[src/rtl/fft_power_reorder.sv]
// Converts the bit-reversed complex FFT output stream to per-bin power and
// replays the non-redundant bins 0..N_FFT/2 in natural order, one per cycle.
module fft_power_reorder #(
    parameter int IN_WIDTH  = 13,
    parameter int OUT_WIDTH = 16,
    parameter int PWR_SHIFT = 8,
    parameter int N_FFT     = 256,
    localparam int CNT_W    = $clog2(N_FFT),
    localparam int IDX_W    = $clog2(N_FFT / 2 + 1)
) (
    input  logic                        clk,
    input  logic                        rst_n,
    input  logic                        spi_en_inf_system_sync,
    input  logic                        valid_in,
    input  logic signed [IN_WIDTH-1:0]  Re_in,
    input  logic signed [IN_WIDTH-1:0]  Im_in,
    output logic                        valid_out,
    output logic [IDX_W-1:0]            bin_idx_out,
    output logic [OUT_WIDTH-1:0]        power_out,
    output logic                        frame_done,
    output logic                        overrun
);

    localparam int RAW_W = 2 * IN_WIDTH + 1;
    localparam int DEPTH = N_FFT / 2 + 1;
    localparam logic [CNT_W-1:0] HALF_CNT = CNT_W'(N_FFT / 2);
    localparam logic [CNT_W-1:0] LAST_CNT = CNT_W'(N_FFT - 1);
    localparam logic [IDX_W-1:0] LAST_BIN = IDX_W'(N_FFT / 2);

    typedef enum logic [0:0] {
        ST_COLLECT = 1'b0,
        ST_DRAIN   = 1'b1
    } state_t;

    function automatic logic [CNT_W-1:0] bitrev(input logic [CNT_W-1:0] v);
        logic [CNT_W-1:0] r;
        r = '0;
        for (int i = 0; i < CNT_W; i++) begin
            r[i] = v[CNT_W-1-i];
        end
        return r;
    endfunction

    function automatic logic [OUT_WIDTH-1:0] sat_power(input logic [RAW_W-1:0] raw);
        logic [RAW_W-1:0] sh;
        sh = raw >> PWR_SHIFT;
        if ((sh >> OUT_WIDTH) != '0) begin
            return '1;
        end else begin
            return OUT_WIDTH'(sh);
        end
    endfunction

    state_t                  r_state;
    state_t                  w_state_nxt;
    logic [CNT_W-1:0]        r_in_cnt;
    logic [OUT_WIDTH-1:0]    r_p_data;
    logic [IDX_W-1:0]        r_p_addr;
    logic                    r_p_wen;
    logic                    r_p_last;
    logic [IDX_W-1:0]        r_rd_addr;
    logic [IDX_W-1:0]        r_rd_idx;
    logic                    r_rd_valid;
    logic [OUT_WIDTH-1:0]    r_rd_data;
    logic [OUT_WIDTH-1:0]    r_buf [0:DEPTH-1];
    logic                    r_valid_out;
    logic [IDX_W-1:0]        r_bin_idx;
    logic [OUT_WIDTH-1:0]    r_power;
    logic                    r_frame_done;
    logic                    r_overrun;

    logic signed [2*IN_WIDTH-1:0] w_re_sq;
    logic signed [2*IN_WIDTH-1:0] w_im_sq;
    logic [RAW_W-1:0]             w_raw;
    logic [CNT_W-1:0]             w_rev;
    logic                         w_accept;
    logic                         w_sync;

    assign w_sync   = spi_en_inf_system_sync;
    assign w_re_sq  = Re_in * Re_in;
    assign w_im_sq  = Im_in * Im_in;
    assign w_raw    = RAW_W'($unsigned(w_re_sq)) + RAW_W'($unsigned(w_im_sq));
    assign w_rev    = bitrev(r_in_cnt);
    assign w_accept = valid_in && (r_state == ST_COLLECT);

    // State register
    always_ff @(posedge clk or negedge rst_n) begin
        if (!rst_n) begin
            r_state <= ST_COLLECT;
        end else if (!w_sync) begin
            r_state <= ST_COLLECT;
        end else begin
            r_state <= w_state_nxt;
        end
    end

    // Next-state logic: drain starts once the last sample sits in the stage register
    always_comb begin
        w_state_nxt = r_state;
        case (r_state)
            ST_COLLECT: begin
                if (r_p_last) begin
                    w_state_nxt = ST_DRAIN;
                end else begin
                    w_state_nxt = ST_COLLECT;
                end
            end
            ST_DRAIN: begin
                if (r_rd_addr == LAST_BIN) begin
                    w_state_nxt = ST_COLLECT;
                end else begin
                    w_state_nxt = ST_DRAIN;
                end
            end
            default: w_state_nxt = ST_COLLECT;
        endcase
    end

    // Input stage: power computation and bit-reversed write address
    always_ff @(posedge clk or negedge rst_n) begin
        if (!rst_n) begin
            r_in_cnt <= '0;
            r_p_data <= '0;
            r_p_addr <= '0;
            r_p_wen  <= 1'b0;
            r_p_last <= 1'b0;
        end else if (!w_sync) begin
            r_in_cnt <= '0;
            r_p_data <= '0;
            r_p_addr <= '0;
            r_p_wen  <= 1'b0;
            r_p_last <= 1'b0;
        end else if (w_accept) begin
            r_in_cnt <= r_in_cnt + 1'b1;
            r_p_data <= sat_power(w_raw);
            r_p_addr <= IDX_W'(w_rev);
            r_p_wen  <= (w_rev <= HALF_CNT);
            r_p_last <= (r_in_cnt == LAST_CNT);
        end else begin
            r_p_wen  <= 1'b0;
            r_p_last <= 1'b0;
        end
    end

    // Bin buffer: write port from the input stage, registered read port for the drain
    always_ff @(posedge clk) begin
        if (r_p_wen && w_sync) begin
            r_buf[r_p_addr] <= r_p_data;
        end
        r_rd_data <= r_buf[r_rd_addr];
    end

    // Drain read address and read-side valid/index tracking
    always_ff @(posedge clk or negedge rst_n) begin
        if (!rst_n) begin
            r_rd_addr  <= '0;
            r_rd_idx   <= '0;
            r_rd_valid <= 1'b0;
        end else if (!w_sync) begin
            r_rd_addr  <= '0;
            r_rd_idx   <= '0;
            r_rd_valid <= 1'b0;
        end else if (r_state == ST_DRAIN) begin
            r_rd_valid <= 1'b1;
            r_rd_idx   <= r_rd_addr;
            if (r_rd_addr == LAST_BIN) begin
                r_rd_addr <= '0;
            end else begin
                r_rd_addr <= r_rd_addr + 1'b1;
            end
        end else begin
            r_rd_valid <= 1'b0;
            r_rd_addr  <= '0;
        end
    end

    // Output registers; index and power hold while idle, overrun is sticky
    always_ff @(posedge clk or negedge rst_n) begin
        if (!rst_n) begin
            r_valid_out  <= 1'b0;
            r_bin_idx    <= '0;
            r_power      <= '0;
            r_frame_done <= 1'b0;
            r_overrun    <= 1'b0;
        end else if (!w_sync) begin
            r_valid_out  <= 1'b0;
            r_bin_idx    <= '0;
            r_power      <= '0;
            r_frame_done <= 1'b0;
            r_overrun    <= 1'b0;
        end else begin
            r_valid_out  <= r_rd_valid;
            r_frame_done <= r_rd_valid && (r_rd_idx == LAST_BIN);
            if (r_rd_valid) begin
                r_bin_idx <= r_rd_idx;
                r_power   <= r_rd_data;
            end else begin
                r_bin_idx <= r_bin_idx;
                r_power   <= r_power;
            end
            if (valid_in && (r_state == ST_DRAIN)) begin
                r_overrun <= 1'b1;
            end else begin
                r_overrun <= r_overrun;
            end
        end
    end

    assign valid_out   = r_valid_out;
    assign bin_idx_out = r_bin_idx;
    assign power_out   = r_power;
    assign frame_done  = r_frame_done;
    assign overrun     = r_overrun;

endmodule

[config.mk]
export PLATFORM = sky130hd
export DESIGN_NAME = fft_power_reorder
export DESIGN_NICKNAME = d
export VERILOG_FILES = /design/src/rtl/fft_power_reorder.sv
export SDC_FILE = /design/constraint.sdc
export NUM_CORES = 2
export LEC_CHECK = 0
export BUFFER_PORTS_ARGS = -buffer_cell sky130_fd_sc_hd__buf_2
export CAP_MARGIN = 20
export CELL_PAD_IN_SITES_DETAIL_PLACEMENT = 1
export CELL_PAD_IN_SITES_GLOBAL_PLACEMENT = 2
export CORE_MARGIN = 2
export CORE_UTILIZATION = 50
export CTS_CLUSTER_DIAMETER = 150
export DETAILED_ROUTE_END_ITERATION = 8
export HOLD_SLACK_MARGIN = 0.05
export PLACE_DENSITY_LB_ADDON = 0.1
export SYNTH_ARGS = -nofsm -noshare
export SYNTH_HDL_FRONTEND = slang
export SYNTH_SLANG_ARGS = --single-unit
[constraint.sdc]
create_clock -name clk -period 3.12 [get_ports clk]
set_input_delay 0.624 -clock clk [delete_from_list [all_inputs] [get_ports clk]]
set_output_delay 0.624 -clock clk [all_outputs]
set_load 0.01 [all_outputs]
==> metrics.cfg <==
[outcome]
status=finished with violations
violations=setup timing

[job]
maxCapViolations=0

[clock_tree]
cts_buffers=213
clk_pin_slew_ps=60
htree_levels=4
clock-sinks=2159
cts_tree=done
clockRootBuffer=clkbuf_16
clk_latency_ps=880
clk_path_buf_depth=3

[timing]
slew_viol_final=0
post-route-period-util_pct=220
holdWs_ps=193
setup_slack_ps=-3730
rsz0062_at_grt=yes
fmax_ghz=0.146
worst_slew_pin_slew_ps=1170
setup_viol=32
clock_skew_ps=84.9
min_period_ps=6850
maxSlewHeadroom_pct=22.2
hold_violations=0

[drt]
first_pass_iters=5
avgRoutedWirePerCell_um=30.3
routed_wl_um=254000
post_drt_via_cell_ratio=5.95
drc=0
vias=49938
drtAntennaViolNets=0
first_iter_violations=4881

[setup_path]
startpoint_type=primary input
rr_endpoint=r_rd_data[3]$_DFF_P_
cpMostUsedCell=fa_1
reg2reg_slack_ps=-280
worstPathRequired_ps=3800
critPathKind=primary input to register
cp.arrival_ps=7530
cpMaxStageDelayCell=fa_1
worst_path_largest_cell_delay_ps=580
r2r_cells=10
endpoint_kind=register
worstReg2RegStart=r_rd_addr[0]$_DFF_PN0_
critical_path_peak_fanout=8

[place]
place.gp.congestion=0.791
hpwl_um=163000
io_buffer_count=56
pre_cts_ws_ps=-4840
post-place-cells=7917

[min_path]
hold-path-cell-count=3
hold_path_startpoint=valid_in
min_path_type=primary input to register
hold_path_end=overrun$_DFFE_PN0P_

[logic_synthesis]
syn_inst=4886
synth_top_family_by_area=multiplexers
synthXorXnorAreaFrac_pct=0.837
yosysUniqueCellTypes=69
synth-seq-cells=2159
synth_edf_count=2064
ys.flop_type=edfxtp_1
synth.avg_cell_area_um2=19.5
yosysWarnings=0
yosys.area_share.simple_pct=3.16
muxShareOfSynthArea_pct=16.1
synth_compound_area_share_pct=1.73
synth-async-reset-ratio_pct=3.66
syn_nets=5369
synthAdderAreaFrac_pct=8.18
syn-cell-area_um2=95200
yosysSeqAreaShare_pct=67.5

[cells_and_area]
final_util_pct=59.5
fill_cells=16217
synthToLayoutAreaGrowth_pct=18.5
drive_gt1_share_pct=35.2
layout.nets=6184
instances_no_fill=8394

[die]
core_um2=190000
rows=160
initial_utilization_pct=50.2
io_pins=57
die_area_um2=194000
die_w_um=440
die_y_um=440

[power]
seq_power_share_pct=28.4
pwr-share-comb_pct=52.5
intPower_mw=84.0
irDropWorstVdd_mv=3.21
power_density_nw_per_um2=1170
power.switching_mw=48.2
power.clock.fraction_pct=19.1
power_switching_share_pct=36.5
total_power_mw=132
p_leak_nw=38.7

[grt]
grt_max_degree=108
grt_pass1_vias=53416
grt_pass1_wl_um=376000
antenna_found_initial=5
grt-ovfl-total=0
track_usage_pct=26.9

[registers in the layout, summed over array words and instances, names as in the netlist]
register / cells
bin_idx_out: 8
frame_done: 1
overrun: 1
power_out: 16
r_buf: 2064
r_in_cnt: 8
r_p_addr: 8
r_p_data: 16
r_p_last: 1
r_p_wen: 1
r_rd_addr: 8
r_rd_data: 16
r_rd_idx: 8
r_rd_valid: 1
r_state: 1
valid_out: 1
[metrics by stage]
stage,area (um^2),setup TNS (ps)
finish,113000,-61280
global route,113000,-66600
CTS,112000,-60670
detailed placement,104000,-81940
global placement,104000,-80200
floorplan,95500,-65360
[cell type report]
cell class	count	area [um^2]	share of cell area, %
Multi-Input combinational cell	2140	29600	26.3
Inverter	355	1330	1.18
Tap cell	2511	3140	2.78
Antenna cell	2	5.00	0.00444
Sequential cell	2159	64400	57.0
Clock inverter	125	1250	1.11
Clock buffer	270	5630	4.99
Timing Repair Buffer	832	7480	6.63
[logic make-up (layout without fill, tap and decap cells)]
logic type,count (synthesis),after routing
buffers and inverters,588,1582
and+or+nand+nor,638,638
xor gates and xnor gates,91,91
muxes,727,727
adders and majority gates,453,453
other,0,2
DFF,2159,2159
AOI/OAI and AO/OA,230,231
[critical path, delay by kind of cell]
kind	cells	cell delay (ps)
adders and majority gates	8	3600
AOI/OAI and AO/OA	11	2360
buffers and inverters	4	370
muxes	1	230
xor gates and xnor gates	1	200
and+or+nand+nor	2	130
[Yosys cell counts (66+ instances only)]
library cell / instances / area (um^2)
edfxtp_1: 2064 / 62000
mux4_2: 640 / 14400
inv_1: 355 / 1330
fa_1: 282 / 5650
nor2_1: 198 / 743
nand2_1: 178 / 668
ha_1: 171 / 2140
clkbuf_1: 142 / 533
dfrtp_1: 79 / 1980
mux2i_1: 79 / 791
nor2b_1: 70 / 438
and2_1: 66 / 413
xnor2_1: 66 / 578
[layer usage]
| layer | vias up | part of all wire, % | GRT usage [%] |
|---|---|---|---|
| met5 | - | 0 | 0 |
| met4 | 0 | 2.5 | 6.61 |
| met3 | 339 | 6.6 | 3.71 |
| met2 | 1819 | 48 | 42.6 |
| met1 | 26995 | 43 | 40.1 |
| li1 | 20785 | - | - |
[power by group through the flow]
stage	registers [mW]	logic, mW	clock network, mW
detailed placement	38.3	63.3	0
floorplan	38.2	35.9	0
finish	37.5	69.4	25.3
global route	37.6	75.1	26.7
CTS	37.7	68.3	25.6
global placement	38.2	62.4	0
[layout by cell type, fill, tap and decap left out, types with 76 or more instances in the layout]
cell,netlist,layout
clkbuf_16,0,218
nor2_1,198,101
fa_1,282,271
buf_4,20,659
ha_1,171,154
mux2i_1,79,76
edfxtp_1,2064,2064
nand2_1,178,168
nor2_2,0,86
mux4_2,640,640
inv_1,355,347
[worst max path at each step]
stage / startpoint / end / cells after the start
4_1_cts: Im_in[5] / r_p_data[6]$_DFFE_PN0P_ / 29
3_3_place_gp: Re_in[12] / r_p_data[14]$_DFFE_PN0P_ / 30
3_5_place_dp: Im_in[7] / r_p_data[14]$_DFFE_PN0P_ / 30
6_report: Re_in[4] / r_p_data[7]$_DFFE_PN0P_ / 27
5_1_grt: Re_in[7] / r_p_data[7]$_DFFE_PN0P_ / 30
2_1_floorplan: Re_in[1] / r_p_data[10]$_DFFE_PN0P_ / 30
[timing repair]
action | 4_1_cts | 5_1_grt
buffers inserted | 41 | 37
hold buffers | 1 | 0
resized for setup | 172 | 74
endpoints found under the setup margin | 32 | 32
cloned | 7 | 3
pin swaps | 81 | 36
endpoints found under the hold margin | 47 | 0
Power figures use the tool's default switching activity.
